**config.mk**
```make
export PLATFORM = sky130hd
export DESIGN_NAME = tt_um_seq_divider_flat
export DESIGN_NICKNAME = d
export VERILOG_FILES = /design/src/rtl/tt_um_seq_divider_if.sv /design/src/rtl/tt_um_seq_divider.sv /design/src/flat_wrapper.sv
export SDC_FILE = /design/constraint.sdc
export NUM_CORES = 1
export LEC_CHECK = 0
export BUFFER_PORTS_ARGS = -buffer_cell sky130_fd_sc_hd__buf_2
export CAP_MARGIN = 20
export CORE_MARGIN = 1.5
export CORE_UTILIZATION = 57
export DETAILED_ROUTE_END_ITERATION = 16
export PLACE_DENSITY = 0.8
export SKIP_LAST_GASP = 1
export SLEW_MARGIN = 15
export SYNTH_ARGS = -nofsm -noshare
export SYNTH_HDL_FRONTEND = slang
export SYNTH_SLANG_ARGS = --single-unit
```
**constraint.sdc**
```tcl
create_clock -name clk -period 2.8 [get_ports clk]
set_input_delay 0 -clock clk [delete_from_list [all_inputs] [get_ports clk]]
set_output_delay 0 -clock clk [all_outputs]
set_load 0.01 [all_outputs]
```
**src/rtl/tt_um_seq_divider_if.sv**
```systemverilog
// Pin bundle of the sequential divider: operand/control inputs and result/status outputs.
interface tt_um_seq_divider_if;
  logic       ena;
  logic [7:0] ui_in;
  logic [7:0] uo_out;
  logic [7:0] uio_in;
  logic [7:0] uio_out;
  logic [7:0] uio_oe;

  modport master (
    output ena, ui_in, uio_in,
    input  uo_out, uio_out, uio_oe
  );

  modport slave (
    input  ena, ui_in, uio_in,
    output uo_out, uio_out, uio_oe
  );
endinterface

```
**src/rtl/tt_um_seq_divider.sv**
```systemverilog
// 8-bit restoring divider, one quotient bit per clock, 8-cycle run.
// Optional DIV_ZERO_FLAG_EN: divide-by-zero short-circuits to DONE and raises dz.
module tt_um_seq_divider (
  input  logic                 clk,
  input  logic                 rst_n,
  tt_um_seq_divider_if.slave   bus
);
  typedef enum logic [1:0] {IDLE = 2'd0, RUN = 2'd1, DONE = 2'd2} state_t;

  state_t     state;
  logic [7:0] divisor, dvd, rem, q, r;
  logic [2:0] cnt;
  logic       start_d, ld_d, start_armed;
  logic       done, busy, dz;

  logic       start_p, ld_p, ge;
  logic [8:0] t, diff;
  logic [7:0] rem_nxt, dvd_nxt;
  logic       unused;

  // start must be seen low after reset before an edge on it counts
  always_comb begin
    start_p = bus.uio_in[0] & ~start_d & start_armed;
    ld_p    = bus.uio_in[5] & ~ld_d;
    t       = {rem, dvd[7]};
    diff    = t - {1'b0, divisor};
    ge      = (t >= {1'b0, divisor});
    rem_nxt = ge ? diff[7:0] : t[7:0];
    dvd_nxt = {dvd[6:0], ge};
  end

`ifdef DIV_ZERO_FLAG_EN
  logic [7:0] div_eff;
  // a divisor loaded on the same edge as start is the one that counts
  always_comb div_eff = ld_p ? bus.ui_in : divisor;
`else
  assign dz = 1'b0;
`endif

  always_ff @(posedge clk or negedge rst_n) begin
    if (!rst_n) begin
      state       <= IDLE;
      divisor     <= '0;
      dvd         <= '0;
      rem         <= '0;
      q           <= '0;
      r           <= '0;
      cnt         <= '0;
      start_d     <= 1'b0;
      ld_d        <= 1'b0;
      start_armed <= 1'b0;
      done        <= 1'b0;
      busy        <= 1'b0;
`ifdef DIV_ZERO_FLAG_EN
      dz          <= 1'b0;
`endif
    end else begin
      start_d <= bus.uio_in[0];
      ld_d    <= bus.uio_in[5];
      if (!bus.uio_in[0]) start_armed <= 1'b1;
      case (state)
        IDLE, DONE: begin
          if (ld_p) divisor <= bus.ui_in;
          if (start_p) begin
            dvd  <= bus.ui_in;
            rem  <= '0;
            cnt  <= '0;
            done <= 1'b0;
`ifdef DIV_ZERO_FLAG_EN
            if (div_eff == '0) begin
              q     <= '1;
              r     <= bus.ui_in;
              dz    <= 1'b1;
              done  <= 1'b1;
              state <= DONE;
            end else begin
              dz    <= 1'b0;
              busy  <= 1'b1;
              state <= RUN;
            end
`else
            busy  <= 1'b1;
            state <= RUN;
`endif
          end
        end
        RUN: begin
          rem <= rem_nxt;
          dvd <= dvd_nxt;
          cnt <= cnt + 3'd1;
          if (cnt == 3'd7) begin
            q     <= dvd_nxt;
            r     <= rem_nxt;
            busy  <= 1'b0;
            done  <= 1'b1;
            state <= DONE;
          end
        end
        default: state <= IDLE;
      endcase
    end
  end

  assign bus.uo_out  = bus.uio_in[1] ? r : q;
  assign bus.uio_out = {3'b000, dz, done, busy, 2'b00};
  assign bus.uio_oe  = 8'b0001_1100;
  assign unused      = &{1'b0, bus.ena, bus.uio_in[7:6], bus.uio_in[4:2]};
endmodule

```
**src/flat_wrapper.sv**
```systemverilog
// flat-port wrapper written by rule: the top's interface ports become plain ports
module tt_um_seq_divider_flat 
  (clk, rst_n, bus_ena, bus_ui_in, bus_uio_in, bus_uo_out, bus_uio_out, bus_uio_oe);
  tt_um_seq_divider_if bus_i ();
  input  logic clk;
  input  logic rst_n;
  input wire logic [$bits(bus_i.ena)-1:0] bus_ena;
  input wire logic [$bits(bus_i.ui_in)-1:0] bus_ui_in;
  input wire logic [$bits(bus_i.uio_in)-1:0] bus_uio_in;
  output wire logic [$bits(bus_i.uo_out)-1:0] bus_uo_out;
  output wire logic [$bits(bus_i.uio_out)-1:0] bus_uio_out;
  output wire logic [$bits(bus_i.uio_oe)-1:0] bus_uio_oe;
  assign bus_i.ena = bus_ena;
  assign bus_i.ui_in = bus_ui_in;
  assign bus_i.uio_in = bus_uio_in;
  assign bus_uo_out = bus_i.uo_out;
  assign bus_uio_out = bus_i.uio_out;
  assign bus_uio_oe = bus_i.uio_oe;
  tt_um_seq_divider u_core (.clk(clk), .rst_n(rst_n), .bus(bus_i));
endmodule
```
==> qor.csv <==
stage,metric,value,unit
yosys,"flops & latches, synth",50,
timing,Hold Fails Final Rpt,0,
clock_tree,buffer depth of the longest clock path,2,
timing,setup tns final,0,ps
setup_path,CP peak stage delay,460,ps
floorplan,io pins,43,
cells_and_area,Final #Nets,358,
floorplan,row cnt,25,
clock_tree,post-CTS setup buffer count,0,
yosys,Post-Syn Instances,305,
timing,Final Cycle Share,0.8589,
global_routing,total congestion overflow,0,
setup_path,Critical path buffers and inverters,2,
clock_tree,CTS Buf Count,5,
flow_run,maxcap violations,0,
setup_path,slowest cell on the critical path,a2111oi_0,
yosys,Ys Warns,0,
pwr,Clk pwr share,0.134,
routing,Post-Route WL,6225,um
floorplan,Die ar.,0.005463,sq mm
timing,Final Max Slew Viols,0,
pwr,Int Power,2.231,mW
floorplan,Core Region,0.004786,sq mm
setup_path,critical path's most frequent cell,inv_1,
setup_path,crit-path leading delay family,compound AO/OA/AOI/OAI gates,
global_routing,initial antenna violation count,0,
routing,residual DRC count,0,
clock_tree,total clock sinks,50,
setup_path,Critical Path RT,3050,ps
cells_and_area,Post-Layout Cell Count,396,
yosys,Cell variety after synth,53,
place,RePlAce Congestion,0.8174,
cells_and_area,layout cells sized above 1,0.1672,
outcome,status,"complete, no violations",
pwr,VDD IR max,0.0009656,V
floorplan,Die Ht,73.92,um
setup_path,critical path class,reg -> reg,
timing,RSZ-0062 raised after global routing,false,
routing,Post-DRT Antenna Nets,0,
clock_tree,# hold bufs at CTS,11,
global_routing,largest net degree at the start of global routing,51,
routing,first drt pass iteration count,4,
global_routing,total global-route track usage,0.2451,
place,number of port buffers,22,
timing,min cycle time layout,2405,ps
clock_tree,clock tree from TritonCTS,built,
clock_tree,post-CTS sizing,0,
pwr,Reg power frac,0.318,
cells_and_area,# diodes,0,
setup_path,Arrival @ worst endpoint,2650,ps
place,dpl hpwl,4299,um
global_routing,via count of the first global-routing pass,2082,
global_routing,first-pass GRT wire length,10080,um
floorplan,Starting Density,0.5990,
yosys,Post-synth EDFFs,0,
routing,DR vias/cell,5.763,
hold_path,Hold Crit Class,in -> async,
yosys,Netlist Area Pre-Place,0.002866,sq mm
timing,worst slew pin tran,734.8,ps
cells_and_area,# fillers,416,
pwr,Cell Pwr Density,1310,mW/mm^2
yosys,"Top FF cell, synth",dfrtp_1,
timing,slew margin rel.,0.5101,
setup_path,Worst setup EP type,register,
clock_tree,Clock Pin Slew Worst Setup and Hold Paths,100,ps
routing,DR WL/cell,15.72,um
routing,initial drt markers,219,
cells_and_area,"commonest non-fill, non-tap cell in the layout",nand2_1,
clock_tree,clk root buf,clkbuf_8,
yosys,Mean Syn Cell Area,9.398,sq um
floorplan,die width,73.92,um
yosys,Synth area leader,dfrtp_1,
cells_and_area,Layout area overhead,8.817,%
yosys,asr flop ratio synth,1.000,
clock_tree,H-tree levels,2,
timing,Final Setup Violations,0,
yosys,register area share after synthesis,0.4365,
cells_and_area,most frequent cells in the layout,"nand2_1, dfrtp_1, buf_2, o21ai_0, nor2_1",
pwr,combinational power share,0.549,
setup_path,critical path launch point type,register,
pwr,switching fraction of total power,0.4541,
place,placed cells,377,
yosys,post-synth top area share,0.4365,
setup_path,crit-path max FO,4,
clock_tree,clk_lat worst skew,330,ps
pwr,switching power total,1.855,mW
routing,via count,2282,
timing,FMAX,415.8,MHz
pwr,Pleak,1.466,nW
setup_path,CP Cell Sequence,"inv_1, ha_1, inv_1, fa_1, a211o_1, a2111oi_0, a41oi_1, a22o_1, a21oi_1",
timing,Layout Skew,13.55,ps
yosys,Area contributors post-synth,"dfrtp_1, nand2_1, buf_4",
cell families after synthesis:
family                     share of synthesized area
xor gates and xnor gates                    0.009168
muxes                                        0.03536
adders and majority gates                    0.05063
DFF                                           0.4365
AOI/OAI and AO/OA                             0.1742
other                                       0.002620
buffers and inverters                         0.1017
and+or+nand+nor                               0.1899
power by group through the flow:
| stage | sequential, mW | combinational, mW | clock, mW |
|---|---|---|---|
| finish | 1.30 | 2.24 | 0.546 |
| global route | 1.34 | 2.48 | 0.571 |
| CTS | 1.29 | 2.22 | 0.551 |
| detailed placement | 1.31 | 2.19 | 0 |
| global placement | 1.29 | 2.13 | 0 |
| floorplan | 1.22 | 1.83 | 0 |
cell type report:
class	count	area (sq um)	area share
clock buffers	5	68.82	0.02206
inverters	10	37.54	0.01203
repair buffers	38	260.3	0.08343
clock inverters	3	48.80	0.01564
well taps	67	83.83	0.02688
flip-flops and latches	50	1251	0.4011
multi-input cells	223	1369	0.4388
final timing paths:
| path | startpoint | end | slack, ps | cells after the start |
|---|---|---|---|---|
| max in group asynchronous | rst_n | u_core.rem[5] | 2140 | 2 |
| worst min register to register | u_core.q[7] | u_core.q[7] | 480 | 2 |
| worst max-delay path | u_core.dvd[7] | u_core.rem[6] | 400 | 9 |
| worst max register to register | u_core.dvd[7] | u_core.rem[6] | 400 | 9 |
| worst min-delay path | rst_n | u_core.divisor[1] | 210 | 2 |
| min in group clk | bus_uio_in[5] | u_core.ld_d | 320 | 2 |
state kept, by name, indices dropped and copies added, names as in the netlist, 2 cells and up:
signal          flops
u_core.divisor      8
u_core.dvd          8
u_core.q            8
u_core.r            8
u_core.rem          8
u_core.cnt          3
u_core.state        2
worst reg2reg max path: cells and delay by family (launching register included):
kind | cells | cell delay, ps
AOI/OAI and AO/OA | 5 | 1210
adders and majority gates | 2 | 550
DFF | 1 | 430
buffers and inverters | 2 | 140
synth_stat cells (all sizes together), types with 2 or more instances:
master	n
dfrtp	50
and3	2
nor3	4
ha	10
buf	23
nand2	60
nand4	8
a41oi	3
inv	10
o211ai	5
clkbuf	11
and2	2
a31oi	11
o21a	2
o31ai	2
a211o	3
nand3b	2
nor2	18
a21o	3
nand2b	3
a21oi	10
xor2	2
nand3	12
a211oi	3
conb	2
mux2	9
o21ai	18
metal layers:
metal / routed length (um) / global-route usage / part of all wire / vias to the layer above
met5: 0 / 0 / 0 / -
met4: 54 / 0.05556 / 0.0087 / 0
met3: 401 / 0.04938 / 0.064 / 7
met2: 2911 / 0.3800 / 0.47 / 87
met1: 2857 / 0.3561 / 0.46 / 1099
li1: - / - / - / 1089
stage by stage:
stage | power, mW | setup slack [ps] | util | instance area (sq um) | hold WS, ps
after floorplan | 3.048 | 678.2 | - | 2912 | -295.6
after global placement | 3.415 | 558.5 | 0.6037 | 2889 | 123.1
after detailed placement | 3.494 | 427.2 | 0.6037 | 2889 | 118.3
after CTS | 4.064 | 402.2 | 0.6512 | 3117 | 320.4
after global routing | 4.387 | 214.4 | 0.6518 | 3119 | 296.6
final | 4.086 | 395.1 | 0.6518 | 3119 | 208.1
No activity file was read; power rests on OpenSTA's default activity.
